===== src/rtl/exp_unit_ctrl.sv =====
// exp_unit_ctrl: two-port round-robin sequencer for a shared exponent add/sub
// datapath. Port 0 (multiplier) computes a+b-BIAS and port 1 (divider)
// computes a-b+BIAS. Each op takes two datapath passes. The result saturates,
// and overflow/underflow are flagged.
module exp_unit_ctrl #(
  parameter int EXP_W = 8,
  parameter int BIAS  = 127
) (
  input  logic             clk,
  input  logic             rst,
  input  logic [EXP_W-1:0] a0,
  input  logic [EXP_W-1:0] b0,
  input  logic             valid0,
  output logic             ready0,
  input  logic [EXP_W-1:0] a1,
  input  logic [EXP_W-1:0] b1,
  input  logic             valid1,
  output logic             ready1,
  output logic [EXP_W-1:0] out_exp,
  output logic             out_id,
  output logic             out_ovf,
  output logic             out_unf,
  output logic             out_valid,
  input  logic             out_ready,
  output logic             busy
);

  typedef enum logic [1:0] {IDLE, PASS1, PASS2, DONE} state_t;

  // Two guard bits keep every intermediate sum/difference exact.
  // The headroom is enough because BIAS < 2**EXP_W - 1.
  localparam logic signed [EXP_W+1:0] BIAS_S = (EXP_W+2)'(BIAS);
  localparam logic signed [EXP_W+1:0] MAX_S  = (EXP_W+2)'((1 << EXP_W) - 1);
  localparam logic signed [EXP_W+1:0] ZERO_S = '0;

  state_t                   state;
  logic [EXP_W-1:0]         a_r, b_r;
  logic                     id_r;
  logic                     last_grant;
  logic signed [EXP_W+1:0]  t_r;

  logic                     grant_id;
  logic signed [EXP_W+1:0]  a_ext, b_ext, t_next, r_next;

  // Arbitration: a sole requester wins, and a tie goes to the port not served last.
  always_comb begin
    // NOTE: every combinational output gets a default first so no latch is inferred.
    grant_id = valid1;
    if (valid0 && valid1) grant_id = ~last_grant;
    ready0 = (state == IDLE) && valid0 && !grant_id;
    ready1 = (state == IDLE) && valid1 && grant_id;
  end

  // Datapath arithmetic for the two passes, done in signed EXP_W+2 bits.
  always_comb begin
    a_ext  = $signed({2'b00, a_r});
    b_ext  = $signed({2'b00, b_r});
    t_next = id_r ? (a_ext - b_ext) : (a_ext + b_ext);
    r_next = id_r ? (t_r + BIAS_S) : (t_r - BIAS_S);
  end

  assign busy = (state != IDLE);

  // Sequencer FSM with registered result outputs.
  always_ff @(posedge clk) begin
    // NOTE: state is updated with non-blocking assignments so every register samples pre-edge values.
    if (rst) begin
      state      <= IDLE;
      last_grant <= 1'b1;
      a_r        <= '0;
      b_r        <= '0;
      id_r       <= 1'b0;
      t_r        <= '0;
      out_exp    <= '0;
      out_id     <= 1'b0;
      out_ovf    <= 1'b0;
      out_unf    <= 1'b0;
      out_valid  <= 1'b0;
    end else begin
      unique case (state)
        IDLE: begin
          if (ready0 || ready1) begin
            a_r        <= grant_id ? a1 : a0;
            b_r        <= grant_id ? b1 : b0;
            id_r       <= grant_id;
            last_grant <= grant_id;
            state      <= PASS1;
          end
        end
        PASS1: begin
          t_r   <= t_next;
          state <= PASS2;
        end
        PASS2: begin
          out_id    <= id_r;
          out_valid <= 1'b1;
          if (r_next >= MAX_S) begin
            out_exp <= '1;
            out_ovf <= 1'b1;
            out_unf <= 1'b0;
          end else if (r_next <= ZERO_S) begin
            out_exp <= '0;
            out_ovf <= 1'b0;
            out_unf <= 1'b1;
          end else begin
            out_exp <= r_next[EXP_W-1:0];
            out_ovf <= 1'b0;
            out_unf <= 1'b0;
          end
          state <= DONE;
        end
        DONE: begin
          if (out_ready) begin
            out_valid <= 1'b0;
            state     <= IDLE;
          end
        end
        default: state <= IDLE;
      endcase
    end
  end

endmodule

===== config.mk =====
export PLATFORM = sky130hd
export DESIGN_NAME = exp_unit_ctrl
export DESIGN_NICKNAME = d
export VERILOG_FILES = /design/src/rtl/exp_unit_ctrl.sv
export SDC_FILE = /design/constraint.sdc
export NUM_CORES = 1
export LEC_CHECK = 0
export BUFFER_PORTS_ARGS = -buffer_cell sky130_fd_sc_hd__buf_2
export CORE_MARGIN = 2
export CORE_UTILIZATION = 35
export CTS_CLUSTER_SIZE = 40
export DETAILED_ROUTE_END_ITERATION = 10
export GPL_ROUTABILITY_DRIVEN = 0
export RECOVER_POWER = 50
export SLEW_MARGIN = 20
export SYNTH_ARGS = -nofsm -noshare
export SYNTH_HDL_FRONTEND = slang
export SYNTH_SLANG_ARGS = --single-unit

===== constraint.sdc =====
create_clock -name clk -period 4.9 [get_ports clk]
set_input_delay 0.49 -clock clk [delete_from_list [all_inputs] [get_ports clk]]
set_output_delay 0.49 -clock clk [all_outputs]
set_load 0.005 [all_outputs]

==> results.toml <==
[yosys]
synth_ff_type = "dfxtp_1"
syn_inst = 330
synth_fp_nets = 401
synth.top_cell.area_share_pct = 29.73
yosysWarnings = 0
synth-seq-cells = 42
yosys.area.top_type = "dfxtp_1"
synth.cells.most_frequent = "nor2_1 (44), dfxtp_1 (42), ha_1 (31), inv_1 (23), mux2i_1 (22)"
synth_area_um2 = 2828
synth_edf_count = 0
yosysMostFrequentCell = "nor2_1"
synthArstFlopShare_pct = 0
synth_area_leaders = "dfxtp_1 (30%), ha_1 (14%), mux2i_1 (7.8%)"
synth.distinct_cells = 52
ys_seq_area_share_pct = 29.73
syn_area_per_cell_um2 = 8.569

[final_layout]
finalNonFillerCells = 478
final_area_um2 = 3276
seq_area_um2 = 840.8
drive_gt1_share_pct = 16.49
nets = 446
diodes = 0
multi_input_area_um2 = 1858
n_fill_cell = 810
area_delta_synth_final_pct = 15.84

[worst_setup_path]
cp_num_buf_inv = 2
crit_top_cell = "buf_2"
endpoint_kind = "output pin"
worstSetupStartpointType = "primary input"
cp_max_fo = 18
critPathTopFamily = "compound AO/OA/AOI/OAI gates"
critical_path_class = "in -> out"
crit_arrival_ps = 3270
cpPeakStageDelay_ps = 2160
crit_chain = "buf_2 > a21boi_0 > and2_0 > buf_2"
slowest_stage = "a21boi_0"
required_ps = 4410

[timing]
hold_violations = 0
fin_setup_tns_ps = 0
final.min_clock_period_ps = 3765
maxSlewHeadroom_pct = -96.04
rsz0062_at_grt = "false"
setup_viol = 0
worst_slack_ps = 1135
worstMarginPinSlew_ps = 2914
final_max_slew_viol_count = 19
finalCritPeriodShare_pct = 76.83
fin_skew_ps = 9.278
max_clock_freq_mhz = 265.6

[clocking]
h-tree-depth = 2
clk-insertion-delay-late_ps = 300
cts_setup_buffers = 0
cts_buffers = 5
cts_buffer_depth = 2
clockRootBuffer = "clkbuf_8"
cts_hold_buf = 0
ctsResizeCount = 0
clk_pin_slew_worst_paths_ps = 80
cts_tree = "done"
cts.sinks = 42

[pwr]
power_density_nw_per_um2 = 542.2
max-vdd-ir-drop_mv = 0.2009
leakage_nw = 1.449

[global_routing]
grt_usage_pct = 13.78
grt_max_degree = 44
grt_pass1_vias = 2314
grt_pass1_wl_um = 10140
overflow = 0
antenna_found_initial = 0

[hold_path]
min_path_type = "reg -> reg"

[floorplanning]
rows = 32
core_um2 = 7767
die_x_um = 93.89
chipHeight_um = 93.89
io_pins = 52
start_util_pct = 36.40
die_area_um2 = 8814

[placement]
dp.cells = 470
placed_area_um2 = 3167
numPortBuffers = 51
dpl_worst_slack_ps = 1554
hpwl_um = 4340

[status]
violations = "max-capacitance violations, max-slew violations"
status = "complete, but fails checks"

[routing]
ant_nets = 0
wire_per_inst_um = 11.95
first_pass_iters = 4
dr_wl_met3_um = 289
drt_iter0_drc = 124
route.detailed.drc = 0
wl_met1_um = 2838
top_layer = "met4"
wl_met2_um = 2543
dr_total_vias = 2419
wirelength_um = 5711
via_per_inst = 5.061

[run]
drv_cap = 1
[cell type report]
class,instances,area share [%]
Clock buffer,6,2.215
Clock inverter,2,1.146
Inverter,23,2.636
Multi-Input combinational cell,252,56.72
Sequential cell,42,25.67
Tap cell,102,3.896
Timing Repair Buffer,51,7.716
[through the flow]
| stage | hold WS, ps | power, mW | utilization (%) |
|---|---|---|---|
| 2_1_floorplan | 430.3 | 1.291 | - |
| 3_3_place_gp | 448.5 | 1.494 | 40.77 |
| 3_5_place_dp | 451.8 | 1.509 | 40.77 |
| 4_1_cts | 464.4 | 1.792 | 42.19 |
| 5_1_grt | 479.1 | 1.971 | 42.17 |
| 6_report | 467.6 | 1.776 | 42.17 |
[worst min-delay path, delay by kind of cell, from the launching register on]
kind / cells / cell delay, ps
AOI/OAI and AO/OA: 1 / 50
DFF: 1 / 320
and+or+nand+nor: 1 / 60
[path summary, 6_finish.rpt]
path	start	endpoint	slack, ps	cells past startpoint
max	valid0	ready1	1140	4
min	out_exp[7]	out_exp[7]	470	2
max reg2reg	id_r	out_exp[2]	1540	8
min reg2reg	out_exp[7]	out_exp[7]	470	2
[report_power, final]
part	total (mW)	switching [mW]	internal, mW
combinational	0.948	0.536	0.412
clock	0.275	0.123	0.152
sequential	0.553	0.0975	0.456
[registers in the layout (all words and copies together) (netlist names), 2 cells and up]
| signal | flops |
|---|---|
| a_r | 8 |
| b_r | 8 |
| out_exp | 8 |
| state | 2 |
| t_r | 10 |
[layer usage]
layer / GRT usage [%] / up-vias
li1: - / 1276
met1: 18.48 / 1077
met2: 22.80 / 62
met3: 3.050 / 4
met4: 2.778 / 0
met5: 0 / -
[layout by cell type (no fill, tap or decap), drive strengths merged, types with 6 or more instances in the layout]
| master | Yosys | final |
|---|---|---|
| a21oi | 18 | 18 |
| dfxtp | 42 | 42 |
| ha | 31 | 31 |
| nor2 | 44 | 44 |
| a21o | 6 | 6 |
| a211oi | 22 | 22 |
| buf | 3 | 49 |
| mux2i | 22 | 22 |
| o21ai | 16 | 16 |
| clkbuf | 10 | 8 |
| nand2 | 15 | 15 |
| inv | 23 | 23 |
| xor2 | 6 | 6 |
| xnor2 | 6 | 6 |
| nor3 | 8 | 8 |
[logic make-up (layout without fill, tap and decap cells)]
group,after synthesis,count (layout),synth area share (%)
flops,42,42,29.73
fa+ha+maj,34,34,15.84
xor+xnor,12,12,3.717
simple gates,88,88,14.34
buf+inv,36,82,4.823
compound gates,96,96,23.76
mux,22,22,7.788
(Power assumes the default switching activity.)
